==> config.mk <==
export PLATFORM = sky130hd
export DESIGN_NAME = vga_receiver
export DESIGN_NICKNAME = d
export VERILOG_FILES = /design/src/rtl/vga_receiver.sv
export SDC_FILE = /design/constraint.sdc
export NUM_CORES = 1
export LEC_CHECK = 0
export ABC_AREA = 1
export BUFFER_PORTS_ARGS = -buffer_cell sky130_fd_sc_hd__buf_2
export CORE_AREA = 2 2 114 116
export CTS_CLUSTER_DIAMETER = 50
export CTS_CLUSTER_SIZE = 12
export DETAILED_ROUTE_END_ITERATION = 16
export DIE_AREA = 0 0 116 118
export PLACE_DENSITY_LB_ADDON = 0.15
export SKIP_CTS_REPAIR_TIMING = 1
export SYNTH_ARGS = -nofsm -noshare
export SYNTH_HDL_FRONTEND = slang
export SYNTH_SLANG_ARGS = --single-unit
==> constraint.sdc <==
create_clock -name clk25MHz -period 2.7 [get_ports clk25MHz]
set_clock_uncertainty 0.1 [all_clocks]
set_input_delay 0.27 -clock clk25MHz [delete_from_list [all_inputs] [get_ports clk25MHz]]
set_output_delay 0.27 -clock clk25MHz [all_outputs]
set_load 0.02 [all_outputs]
==> src/rtl/vga_receiver.sv <==
// VGA sink: rebuilds raster position from hs/vs, validates sync timing, locks and streams active pixels.
// Pins are registered once (stage A), and every output is registered one edge after that.
module vga_receiver #(
  parameter int H_VISIBLE   = 640,
  parameter int H_FRONT     = 16,
  parameter int H_SYNC      = 96,
  parameter int H_BACK      = 48,
  parameter int V_VISIBLE   = 480,
  parameter int V_FRONT     = 10,
  parameter int V_SYNC      = 2,
  parameter int V_BACK      = 33,
  parameter int LOCK_FRAMES = 2
) (
  input  logic        clk25MHz,
  input  logic        rst_n,
  input  logic        vga_hs,
  input  logic        vga_vs,
  input  logic [7:0]  vga_r,
  input  logic [7:0]  vga_g,
  input  logic [7:0]  vga_b,
  output logic        pix_valid,
  output logic [9:0]  pix_x,
  output logic [9:0]  pix_y,
  output logic [7:0]  pix_r,
  output logic [7:0]  pix_g,
  output logic [7:0]  pix_b,
  output logic        frame_start,
  output logic        locked,
  output logic        h_err,
  output logic        v_err,
  output logic [15:0] err_count
);

  localparam int H_TOTAL = H_VISIBLE + H_FRONT + H_SYNC + H_BACK;
  localparam int V_TOTAL = V_VISIBLE + V_FRONT + V_SYNC + V_BACK;
  localparam int GW      = $clog2(LOCK_FRAMES + 2);

  localparam logic [10:0]   H_LAST      = 11'(H_TOTAL - 1);
  localparam logic [10:0]   H_SYNC_END  = 11'(H_SYNC);
  localparam logic [10:0]   H_ACT_FIRST = 11'(H_SYNC + H_BACK);
  localparam logic [10:0]   H_ACT_LAST  = 11'(H_SYNC + H_BACK + H_VISIBLE - 1);
  localparam logic [9:0]    V_LAST      = 10'(V_TOTAL - 1);
  localparam logic [9:0]    V_ACT_FIRST = 10'(V_SYNC + V_BACK);
  localparam logic [9:0]    V_ACT_LAST  = 10'(V_SYNC + V_BACK + V_VISIBLE - 1);
  localparam logic [GW-1:0] GOOD_TARGET = GW'(LOCK_FRAMES);

  typedef enum logic [1:0] {
    SEARCH  = 2'd0,
    ACQUIRE = 2'd1,
    LOCKED  = 2'd2
  } state_t;

  // Stage A (pins) and stage B (previous sync levels)
  logic       a_hs_q, a_vs_q, b_hs_q, b_vs_q;
  logic [7:0] a_r_q, a_g_q, a_b_q;

  logic [10:0] hcnt_q, hcnt_d;
  logic [9:0]  vcnt_q, vcnt_d;
  logic        vs_pend_q, vs_pend_d;
  logic        err_seen_q, err_seen_d;
  logic        pix_valid_q, pix_valid_d;
  logic [9:0]  pix_x_q, pix_x_d, pix_y_q, pix_y_d;
  logic [7:0]  pix_r_q, pix_r_d, pix_g_q, pix_g_d, pix_b_q, pix_b_d;
  logic        frame_start_q, frame_start_d;
  logic        h_err_q, h_err_d, v_err_q, v_err_d;
  logic [15:0] err_cnt_q, err_cnt_d;

  state_t      state_q;
  logic [GW-1:0] good_q, good_inc;
  logic        locked_q;

  logic hs_fall, hs_rise, vs_fall, boundary, err_now, saturated;
  logic h_act, v_act;

  assign hs_fall  = b_hs_q & ~a_hs_q;
  assign hs_rise  = ~b_hs_q & a_hs_q;
  assign vs_fall  = b_vs_q & ~a_vs_q;
  // A vs fall landing on the same cycle as the hs fall closes the frame right away.
  assign boundary = hs_fall & (vs_pend_q | vs_fall);
  assign good_inc = good_q + 1'b1;

  always_comb begin
    hcnt_d = hs_fall ? 11'd0 : ((hcnt_q == 11'h7FF) ? hcnt_q : hcnt_q + 11'd1);

    vcnt_d = vcnt_q;
    if (boundary) begin
      vcnt_d = 10'd0;
    end else if (hs_fall && vcnt_q != 10'h3FF) begin
      vcnt_d = vcnt_q + 10'd1;
    end

    vs_pend_d = boundary ? 1'b0 : (vs_pend_q | vs_fall);

    h_err_d = (state_q != SEARCH) &&
              ((hs_fall && hcnt_q != H_LAST) || (hs_rise && hcnt_d != H_SYNC_END));
    v_err_d = (state_q != SEARCH) && boundary && (vcnt_q != V_LAST);
    err_now = h_err_d | v_err_d;

    err_seen_d = boundary ? 1'b0 : (err_seen_q | err_now);
    saturated  = (hcnt_d == 11'h7FF) || (vcnt_d == 10'h3FF);

    h_act = (hcnt_d >= H_ACT_FIRST) && (hcnt_d <= H_ACT_LAST);
    v_act = (vcnt_d >= V_ACT_FIRST) && (vcnt_d <= V_ACT_LAST);
    pix_valid_d = h_act && v_act && locked_q;

    pix_x_d = pix_x_q;
    pix_y_d = pix_y_q;
    pix_r_d = pix_r_q;
    pix_g_d = pix_g_q;
    pix_b_d = pix_b_q;
    if (pix_valid_d) begin
      pix_x_d = 10'(hcnt_d - H_ACT_FIRST);
      pix_y_d = vcnt_d - V_ACT_FIRST;
      pix_r_d = a_r_q;
      pix_g_d = a_g_q;
      pix_b_d = a_b_q;
    end

    frame_start_d = pix_valid_d && (hcnt_d == H_ACT_FIRST) && (vcnt_d == V_ACT_FIRST);

    err_cnt_d = (err_now && err_cnt_q != 16'hFFFF) ? err_cnt_q + 16'd1 : err_cnt_q;
  end

  always_ff @(posedge clk25MHz) begin
    if (!rst_n) begin
      a_hs_q        <= 1'b1;
      a_vs_q        <= 1'b1;
      b_hs_q        <= 1'b1;
      b_vs_q        <= 1'b1;
      a_r_q         <= 8'd0;
      a_g_q         <= 8'd0;
      a_b_q         <= 8'd0;
      hcnt_q        <= 11'd0;
      vcnt_q        <= 10'd0;
      vs_pend_q     <= 1'b0;
      err_seen_q    <= 1'b0;
      pix_valid_q   <= 1'b0;
      pix_x_q       <= 10'd0;
      pix_y_q       <= 10'd0;
      pix_r_q       <= 8'd0;
      pix_g_q       <= 8'd0;
      pix_b_q       <= 8'd0;
      frame_start_q <= 1'b0;
      h_err_q       <= 1'b0;
      v_err_q       <= 1'b0;
      err_cnt_q     <= 16'd0;
    end else begin
      a_hs_q        <= vga_hs;
      a_vs_q        <= vga_vs;
      b_hs_q        <= a_hs_q;
      b_vs_q        <= a_vs_q;
      a_r_q         <= vga_r;
      a_g_q         <= vga_g;
      a_b_q         <= vga_b;
      hcnt_q        <= hcnt_d;
      vcnt_q        <= vcnt_d;
      vs_pend_q     <= vs_pend_d;
      err_seen_q    <= err_seen_d;
      pix_valid_q   <= pix_valid_d;
      pix_x_q       <= pix_x_d;
      pix_y_q       <= pix_y_d;
      pix_r_q       <= pix_r_d;
      pix_g_q       <= pix_g_d;
      pix_b_q       <= pix_b_d;
      frame_start_q <= frame_start_d;
      h_err_q       <= h_err_d;
      v_err_q       <= v_err_d;
      err_cnt_q     <= err_cnt_d;
    end
  end

  // Lock tracker: a frame counts as clean only if no violation was seen since the last boundary.
  always_ff @(posedge clk25MHz) begin
    if (!rst_n) begin
      state_q  <= SEARCH;
      good_q   <= '0;
      locked_q <= 1'b0;
    end else begin
      locked_q <= (state_q == LOCKED);
      if (saturated) begin
        state_q <= SEARCH;
        good_q  <= '0;
      end else begin
        case (state_q)
          SEARCH: begin
            if (boundary) begin
              state_q <= ACQUIRE;
              good_q  <= '0;
            end
          end
          ACQUIRE: begin
            if (boundary) begin
              if (!err_seen_q && !err_now) begin
                good_q <= good_inc;
                if (good_inc >= GOOD_TARGET) begin
                  state_q <= LOCKED;
                end
              end else begin
                good_q <= '0;
              end
            end
          end
          LOCKED: begin
            if (err_now) begin
              state_q <= ACQUIRE;
              good_q  <= '0;
            end
          end
          default: begin
            state_q <= SEARCH;
            good_q  <= '0;
          end
        endcase
      end
    end
  end

  assign pix_valid   = pix_valid_q;
  assign pix_x       = pix_x_q;
  assign pix_y       = pix_y_q;
  assign pix_r       = pix_r_q;
  assign pix_g       = pix_g_q;
  assign pix_b       = pix_b_q;
  assign frame_start = frame_start_q;
  assign locked      = locked_q;
  assign h_err       = h_err_q;
  assign v_err       = v_err_q;
  assign err_count   = err_cnt_q;

endmodule

==> results.py, run 1 <==
metrics = {
    "clock_network": {
        "clkTransAtPathRegs_ns": 0.06,
        "htree_levels": 4,
        "root_buffer": "clkbuf_16",
        "clock-sinks": 120,
        "numCtsBuffers": 17,
        "clock_path_buffers": 2,
        "clk_latency_ns": 0.42,
        "tritoncts": "yes",
    },
    "pwr": {
        "power.density_nw_per_um2": 515,
        "p_int_mw": 3.12,
        "p_leak_nw": 4.00,
        "switchingPower_mw": 1.04,
        "clkPwrFrac": 0.492,
        "p_sw_frac": 0.251,
        "p_seq_frac": 0.437,
        "p_comb_frac": 0.071,
        "vdd_drop_max_uv": 342,
    },
    "yosys": {
        "synth_flop_cell": "dfxtp_1",
        "yosys.area.top_type": "dfxtp_1",
        "yosysWarnings": 0,
        "synth_area_um2": 6060,
        "ys_top_cells_by_count": "nand2_1, nor2_1, dfxtp_1",
        "synthTopCellsByArea": "dfxtp_1, nand2_1, nor2_1",
        "yosysUniqueCellTypes": 39,
        "avgSynthCellArea_um2": 6.99,
        "syn_nets": 907,
        "synthArstFlopShare": 0,
        "ys_seq_area_frac": 0.396,
        "synth_edf_count": 0,
        "synth_top_cell_area_share": 0.396,
        "synth.most_common_cell": "nand2_1",
        "ys_seq_elements": 120,
        "synth_cells": 868,
    },
    "place": {
        "io_buffers": 92,
        "gp_congestion": 0.921,
        "post-place-ws_ns": -0.0162,
        "post-dp-hpwl_mm": 10.2,
        "place_area_um2": 6840,
    },
    "timing": {
        "clock.fmax_ghz": 0.376,
        "period_share": 0.984,
        "tightest_slew_ns": 0.701,
        "slew_headroom": 0.533,
        "hold_viol_final": 0,
        "setup_violations": 0,
        "setup_tns_ns": 0,
        "drv_slew": 0,
        "setup_ws_ns": 0.0431,
        "rsz0062_at_grt": "yes",
        "layout_min_cycle_time_ns": 2.66,
    },
    "layout": {
        "fin_area_um2": 8080,
        "antenna_cells": 0,
        "nets": 1073,
        "multi_input_area_um2": 3140,
        "area_growth_pct": 33.3,
        "regArea_um2": 2410,
        "fillers": 1146,
        "drive_gt1_frac": 0.268,
    },
    "status": {
        "run_status": "completed",
    },
    "route": {
        "vias": 5761,
        "wl_per_cell_um": 12.6,
        "ant_nets": 0,
        "routed_via_density": 4.73,
        "drt_iter0_markers": 310,
        "first_pass_iters": 5,
        "routed_wirelength_mm": 15.4,
        "route.detailed.drc": 0,
    },
    "grt": {
        "grt_pass1_vias": 4941,
        "grt_use_total": 0.213,
        "grt.overflow.total": 0,
        "grt_first_pass_wirelength_mm": 23.1,
        "grt_max_degree": 72,
        "antenna_found_initial": 0,
    },
    "worst_hold_path": {
        "hp-class": "reg -> reg",
    },
    "floorplan": {
        "coreArea_um2": 12400,
        "io_pins": 93,
        "fp.dieW_um": 116,
        "dieArea_um2": 13700,
        "initial_utilization": 0.488,
        "die_y_um": 118,
        "rows": 41,
    },
    "worst_setup_path": {
        "startpoint_type": "register",
        "crit_path_cell_trace": "ha_4 > nand2_4 > nor2_4 > or2_1 > nand2_1 > nand2_1 > nand2_2 > buf_6 > buf_4 > ha_4 > nand4_1 > nand3_2 > nand3_2 > nor2_4 > buf_12 > clkbuf_16 > nand3_1 > nand2_1 > nor2_1",
        "crit_fanout": 7,
        "cp.arrival_ns": 2.87,
        "cp_top_family": "simple AND/OR/NAND/NOR gates",
        "cp_slowest_cell": "dfxtp_4",
        "worst-path-buf-inv": 4,
        "critPathCaptureType": "register",
        "path_class": "reg -> reg",
        "cp_common_cell": "nand2_1",
        "cp_slowest_stage_delay_ns": 0.35,
        "cp.required_ns": 2.91,
    },
    "run": {
        "cap_violations": 0,
    },
}
cell type report:
type / count / share of cell area
multi-input combinational: 593 / 0.389
timing repair buffer: 176 / 0.160
clock buffer: 17 / 0.0526
tap: 172 / 0.0266
clock inverter: 15 / 0.0144
inverter: 126 / 0.0594
sequential: 120 / 0.298
flip-flops by register name, summed over array words and instances (netlist names), 10 cells and up:
signal     cells
pix_x         10
hcnt_q        11
pix_y         10
err_count     16
vcnt_q        10
cells by family (layout without fill, tap and decap cells):
kind of cell | count (synthesis) | count (layout) | synth area share
simple gates | 517 | 517 | 0.393
buf+inv | 155 | 334 | 0.112
flops | 120 | 120 | 0.396
compound gates | 36 | 36 | 0.0334
xor+xnor | 29 | 29 | 0.0419
fa+ha+maj | 11 | 11 | 0.0227
worst paths after layout:
kind | slack, ns | depth (start not counted) | startpoint | endpoint
min | 0.33 | 2 | a_vs_q | b_vs_q
max reg2reg | 0.04 | 19 | hcnt_q[0] | pix_y[0]
max | 0.04 | 19 | hcnt_q[0] | pix_y[0]
min reg2reg | 0.33 | 2 | a_vs_q | b_vs_q
layer usage:
layer	vias to the layer above	GRT usage	wire length (µm)
met5	-	0	0
met4	0	0.0714	189
met3	17	0.0577	530
met2	122	0.329	7560
met1	2619	0.285	7090
li1	3003	-	-
tightest hold or removal path, cell delays in order (launching register included):
cell,delay (ns)
dfxtp_1,0.31
inv_1,0.05
nand2_1,0.05
power by group through the flow:
stage               combinational (mW)  clock, mW  sequential [mW]
finish                           0.294       2.05             1.82
global route                     0.329       2.18             1.82
CTS                              0.237       2.09             1.82
detailed placement               0.235          0             1.86
global placement                 0.235          0             1.86
floorplan                        0.158          0             1.86
cells in the final DEF (no fill, tap or decap), types with 6 or more instances in the layout:
| cell | count |
|---|---|
| buf_4 | 46 |
| clkbuf_16 | 20 |
| nor2_1 | 143 |
| nand4_1 | 10 |
| inv_2 | 14 |
| buf_2 | 92 |
| nand2_4 | 9 |
| buf_12 | 6 |
| inv_6 | 6 |
| nor2_2 | 17 |
| nand3_1 | 74 |
| dlygate4sd3_1 | 27 |
| nand3_2 | 11 |
| xnor2_1 | 9 |
| nand2_1 | 202 |
| nor2_4 | 9 |
| ha_1 | 6 |
| nand2_2 | 15 |
| a21oi_1 | 20 |
| nor3_1 | 10 |
| inv_1 | 110 |
| xor2_1 | 20 |
| dfxtp_1 | 116 |
per-stage QoR:
step           utilization  hold WS, ns  power, mW  cells
2_1_floorplan            -        0.268       2.01    868
3_3_place_gp         0.551        0.317       2.09   1137
3_5_place_dp         0.551        0.324       2.09   1137
4_1_cts              0.594      -0.0837       4.15   1169
5_1_grt              0.651        0.377       4.33   1219
6_report             0.651        0.331       4.16   1219
(Power assumes the default switching activity.)
==> run 2, diff against run 1 <==
--- a/config.mk
+++ b/config.mk
@@ -7,11 +7,11 @@
 export LEC_CHECK = 0
 export ABC_AREA = 1
 export BUFFER_PORTS_ARGS = -buffer_cell sky130_fd_sc_hd__buf_2
-export CORE_AREA = 2 2 114 116
+export CORE_AREA = 2 2 135 137
 export CTS_CLUSTER_DIAMETER = 50
 export CTS_CLUSTER_SIZE = 12
 export DETAILED_ROUTE_END_ITERATION = 16
-export DIE_AREA = 0 0 116 118
+export DIE_AREA = 0 0 137 139
 export PLACE_DENSITY_LB_ADDON = 0.15
 export SKIP_CTS_REPAIR_TIMING = 1
 export SYNTH_ARGS = -nofsm -noshare
==> results.py, run 2 (synthesis results as in run 1) <==
metrics = {
    "clock_network": {
        "numCtsBuffers": 17,
        "clk_latency_ns": 0.42,
        "clkTransAtPathRegs_ns": 0.06,
        "htree_levels": 4,
        "clock_path_buffers": 2,
        "root_buffer": "clkbuf_16",
        "tritoncts": "yes",
        "clock-sinks": 120,
    },
    "worst_hold_path": {
        "hp-class": "in -> reg",
    },
    "layout": {
        "largest_reg_flops": 16,
        "multi_input_area_um2": 3230,
        "fillers": 1803,
        "antenna_cells": 0,
        "drive_gt1_frac": 0.302,
        "nets": 1098,
        "regArea_um2": 2410,
        "area_growth_pct": 41.8,
        "final_common_cell": "nand2_1",
        "layout_common_cells": "nand2_1, nor2_1, dfxtp_1",
    },
    "place": {
        "gp_congestion": 0.841,
        "io_buffers": 92,
        "post-dp-hpwl_mm": 11.1,
    },
    "grt": {
        "grt_pass1_vias": 5177,
        "grt_use_total": 0.167,
        "grt_max_degree": 47,
        "antenna_found_initial": 0,
        "grt_first_pass_wirelength_mm": 25.4,
        "grt.overflow.total": 0,
    },
    "worst_setup_path": {
        "cp.required_ns": 2.91,
        "path_class": "reg -> reg",
        "cp_slowest_stage_delay_ns": 0.37,
        "cp.arrival_ns": 2.83,
        "startpoint_type": "register",
        "cp_slowest_cell": "dfxtp_4",
        "crit_fanout": 6,
        "crit_path_cell_trace": "buf_4 > nand3_2 > o21ai_0 > nand3_2 > nand2_4 > buf_4 > nand3_2 > nor2_2 > nand2_1 > nand3_2 > nand3_2 > nor2_4 > buf_12 > clkbuf_16 > nand3_2 > nand2_1 > nor2_2",
        "critPathCaptureType": "register",
        "cp_common_cell": "nand3_2",
    },
    "route": {
        "vias": 5762,
        "wl_per_cell_um": 13.2,
        "routed_via_density": 4.43,
        "routed_wirelength_mm": 17.1,
        "route.detailed.drc": 0,
        "ant_nets": 0,
        "first_pass_iters": 5,
        "drt_iter0_markers": 211,
    },
    "status": {
        "run_status": "finished, violations left",
        "violations": "negative hold slack",
    },
    "pwr": {
        "total_power_mw": 4.47,
        "p_leak_nw": 4.19,
        "power.density_nw_per_um2": 521,
        "vdd_drop_max_uv": 408,
    },
    "timing": {
        "slew_headroom": 0.635,
        "whs_ns": -0.0135,
        "setup_violations": 0,
        "rsz0062_at_grt": "yes",
        "tightest_slew_ns": 0.547,
        "hold_viol_final": 1,
        "layout_min_cycle_time_ns": 2.63,
        "period_share": 0.973,
        "setup_tns_ns": 0,
        "drv_slew": 0,
        "clock.fmax_ghz": 0.381,
    },
    "floorplan": {
        "die_y_um": 139,
        "rows": 49,
        "initial_utilization": 0.343,
        "coreArea_um2": 17700,
        "dieArea_um2": 19000,
        "fp.dieW_um": 137,
        "io_pins": 93,
    },
    "run": {
        "cap_violations": 0,
    },
}
run 2: power by group:
| part | total [mW] | switching (mW) | internal (mW) |
|---|---|---|---|
| clock | 2.33 | 0.836 | 1.50 |
| combinational | 0.323 | 0.181 | 0.143 |
| sequential | 1.82 | 0.0157 | 1.80 |
run 2: routing by layer:
layer,global-route usage,up-vias,share of wire
li1,-,3047,-
met1,0.234,2626,0.49
met2,0.250,81,0.46
met3,0.0461,8,0.045
met4,0.0472,0,0.0067
met5,0,-,0
run 2: stage by stage:
step | std cells | cell area (µm²) | util | setup slack (ns) | hold WS, ns
finish | 1300 | 8600 | 0.487 | 0.0728 | -0.0135
detailed placement | 1208 | 7040 | 0.399 | -0.00584 | 0.305
floorplan | 868 | 6060 | - | 0.00765 | 0.268
global placement | 1208 | 7040 | 0.399 | 0.0403 | 0.302
global route | 1300 | 8600 | 0.487 | -0.0681 | 0.000388
CTS | 1239 | 7640 | 0.433 | -0.0372 | -0.0777
run 2: critical path: cells and delay by family (launching register included):
kind,cells,cell delay [ns]
compound gates,1,0.25
buf+inv,4,0.57
flops,1,0.37
simple gates,12,1.22
run 2: path summary, 6_finish.rpt:
path	start	to	slack (ns)	cells past startpoint
worst max-delay path	hcnt_q[1]	pix_x[8]	0.07	17
worst min-delay path	vga_g[6]	a_g_q[6]	-0.01	3
worst max register to register	hcnt_q[1]	pix_x[8]	0.07	17
worst min register to register	a_vs_q	b_vs_q	0.32	2
run 2: layout make-up:
class,instances,area share
sequential,120,0.281
clock inverter,11,0.0172
timing repair buffer,201,0.184
tap,229,0.0333
multi-input combinational,593,0.376
clock buffer,20,0.0531
inverter,126,0.0559
==> run 3, diff against run 2 <==
--- a/config.mk
+++ b/config.mk
@@ -12,7 +12,6 @@
 export CTS_CLUSTER_SIZE = 12
 export DETAILED_ROUTE_END_ITERATION = 16
 export DIE_AREA = 0 0 137 139
-export PLACE_DENSITY_LB_ADDON = 0.15
 export SKIP_CTS_REPAIR_TIMING = 1
 export SYNTH_ARGS = -nofsm -noshare
 export SYNTH_HDL_FRONTEND = slang
==> results.py, run 3 (synthesis results as in run 1) <==
metrics = {
    "status": {
        "run_status": "completed",
    },
    "layout": {
        "antenna_cells": 0,
        "nets": 1069,
        "area_growth_pct": 36.4,
        "fin_cells": 1272,
        "largest_reg_flops": 16,
        "layout_common_cells": "nand2_1, nor2_1, dfxtp_1",
        "drive_gt1_frac": 0.276,
        "final_common_cell": "nand2_1",
        "fillers": 1775,
    },
    "clock_network": {
        "root_buffer": "clkbuf_16",
        "clock-sinks": 120,
        "numCtsBuffers": 17,
        "clk_latency_ns": 0.43,
        "tritoncts": "yes",
        "clock_path_buffers": 2,
        "clkTransAtPathRegs_ns": 0.06,
        "htree_levels": 4,
    },
    "grt": {
        "grt_first_pass_wirelength_mm": 24.3,
        "grt_use_total": 0.162,
        "grt.overflow.total": 0,
        "antenna_found_initial": 0,
        "grt_max_degree": 56,
        "grt_pass1_vias": 4962,
    },
    "worst_setup_path": {
        "path_class": "reg -> reg",
        "critPathCaptureType": "register",
        "startpoint_type": "register",
        "crit_fanout": 7,
        "cp.required_ns": 2.96,
        "cp.arrival_ns": 2.86,
    },
    "route": {
        "vias": 5668,
        "wl_per_cell_um": 12.7,
        "m1WireLength_mm": 7.69,
        "routed_via_density": 4.46,
        "ant_nets": 0,
        "first_pass_iters": 5,
        "routed_wirelength_mm": 16.2,
        "drt_iter0_markers": 217,
        "met2RoutedLength_mm": 7.44,
        "wl_met3_um": 856,
        "top_layer": "met4",
        "route.detailed.drc": 0,
    },
    "floorplan": {
        "io_pins": 93,
        "dieArea_um2": 19000,
        "coreArea_um2": 17700,
        "initial_utilization": 0.343,
        "fp.dieW_um": 137,
        "die_y_um": 139,
        "rows": 49,
    },
    "timing": {
        "tightest_slew_ns": 0.569,
        "setup_ws_ns": 0.101,
        "clock.fmax_ghz": 0.385,
        "period_share": 0.962,
        "drv_slew": 0,
        "hold_viol_final": 0,
        "setup_tns_ns": 0,
        "slew_headroom": 0.621,
        "setup_violations": 0,
        "layout_min_cycle_time_ns": 2.60,
    },
    "pwr": {
        "power.density_nw_per_um2": 542,
        "vdd_drop_max_uv": 447,
        "p_leak_nw": 4.02,
    },
    "run": {
        "cap_violations": 0,
    },
    "place": {
        "dp.cells": 1193,
        "gp_congestion": 0.907,
        "io_buffers": 92,
        "post-dp-hpwl_mm": 10.9,
        "post-place-ws_ns": 0.108,
    },
    "worst_hold_path": {
        "hp-class": "in -> reg",
    },
}
## run 3: area by class of cell
cell class | instances | area, µm² | share of cell area
timing repair buffer | 172 | 1290 | 0.156
multi-input combinational | 593 | 3180 | 0.384
clock inverter | 13 | 169 | 0.0204
tap | 229 | 287 | 0.0346
clock buffer | 19 | 443 | 0.0536
inverter | 126 | 488 | 0.0590
sequential | 120 | 2410 | 0.292
## run 3: power by group
part,switching [mW],internal [mW],total [mW]
sequential,0.0158,1.81,1.82
clock,0.867,1.48,2.35
combinational,0.177,0.134,0.311
## run 3: worst paths after layout
| check | slack (ns) | depth (start not counted) | to | startpoint |
|---|---|---|---|---|
| max | 0.10 | 18 | pix_y[9] | hcnt_q[1] |
| min | 0.19 | 3 | a_r_q[5] | rst_n |
| min reg2reg | 0.32 | 2 | b_vs_q | a_vs_q |
| max reg2reg | 0.10 | 18 | pix_y[9] | hcnt_q[1] |
## run 3: metal layers
metal	global-route usage	vias up
met1	0.217	2563
met2	0.242	101
li1	-	2986
met4	0.0526	0
met5	0	-
met3	0.0567	18
## run 3: per-stage QoR
stage	instance area (µm²)	total power [mW]	hold slack, ns	utilization
final	8270	4.48	0.188	0.468
after global routing	8270	4.64	0.188	0.468
after CTS	7510	4.47	-0.0846	0.426
after detailed placement	6900	2.10	0.305	0.391
after global placement	6900	2.10	0.301	0.391
after floorplan	6060	2.01	0.268	-
## run 3: critical path: stages, from the launching register on
cell	delay, ns
dfxtp_2	0.35
ha_4	0.16
nand2_4	0.07
nor2_4	0.16
or2_1	0.12
nand2_1	0.06
nand2_2	0.07
nand2_4	0.07
inv_4	0.07
ha_4	0.12
nor3b_4	0.18
nand2_1	0.08
nand3_2	0.10
buf_6	0.10
nand4_4	0.09
nor2_8	0.29
clkbuf_16	0.22
nor2_1	0.04
nor2_1	0.09
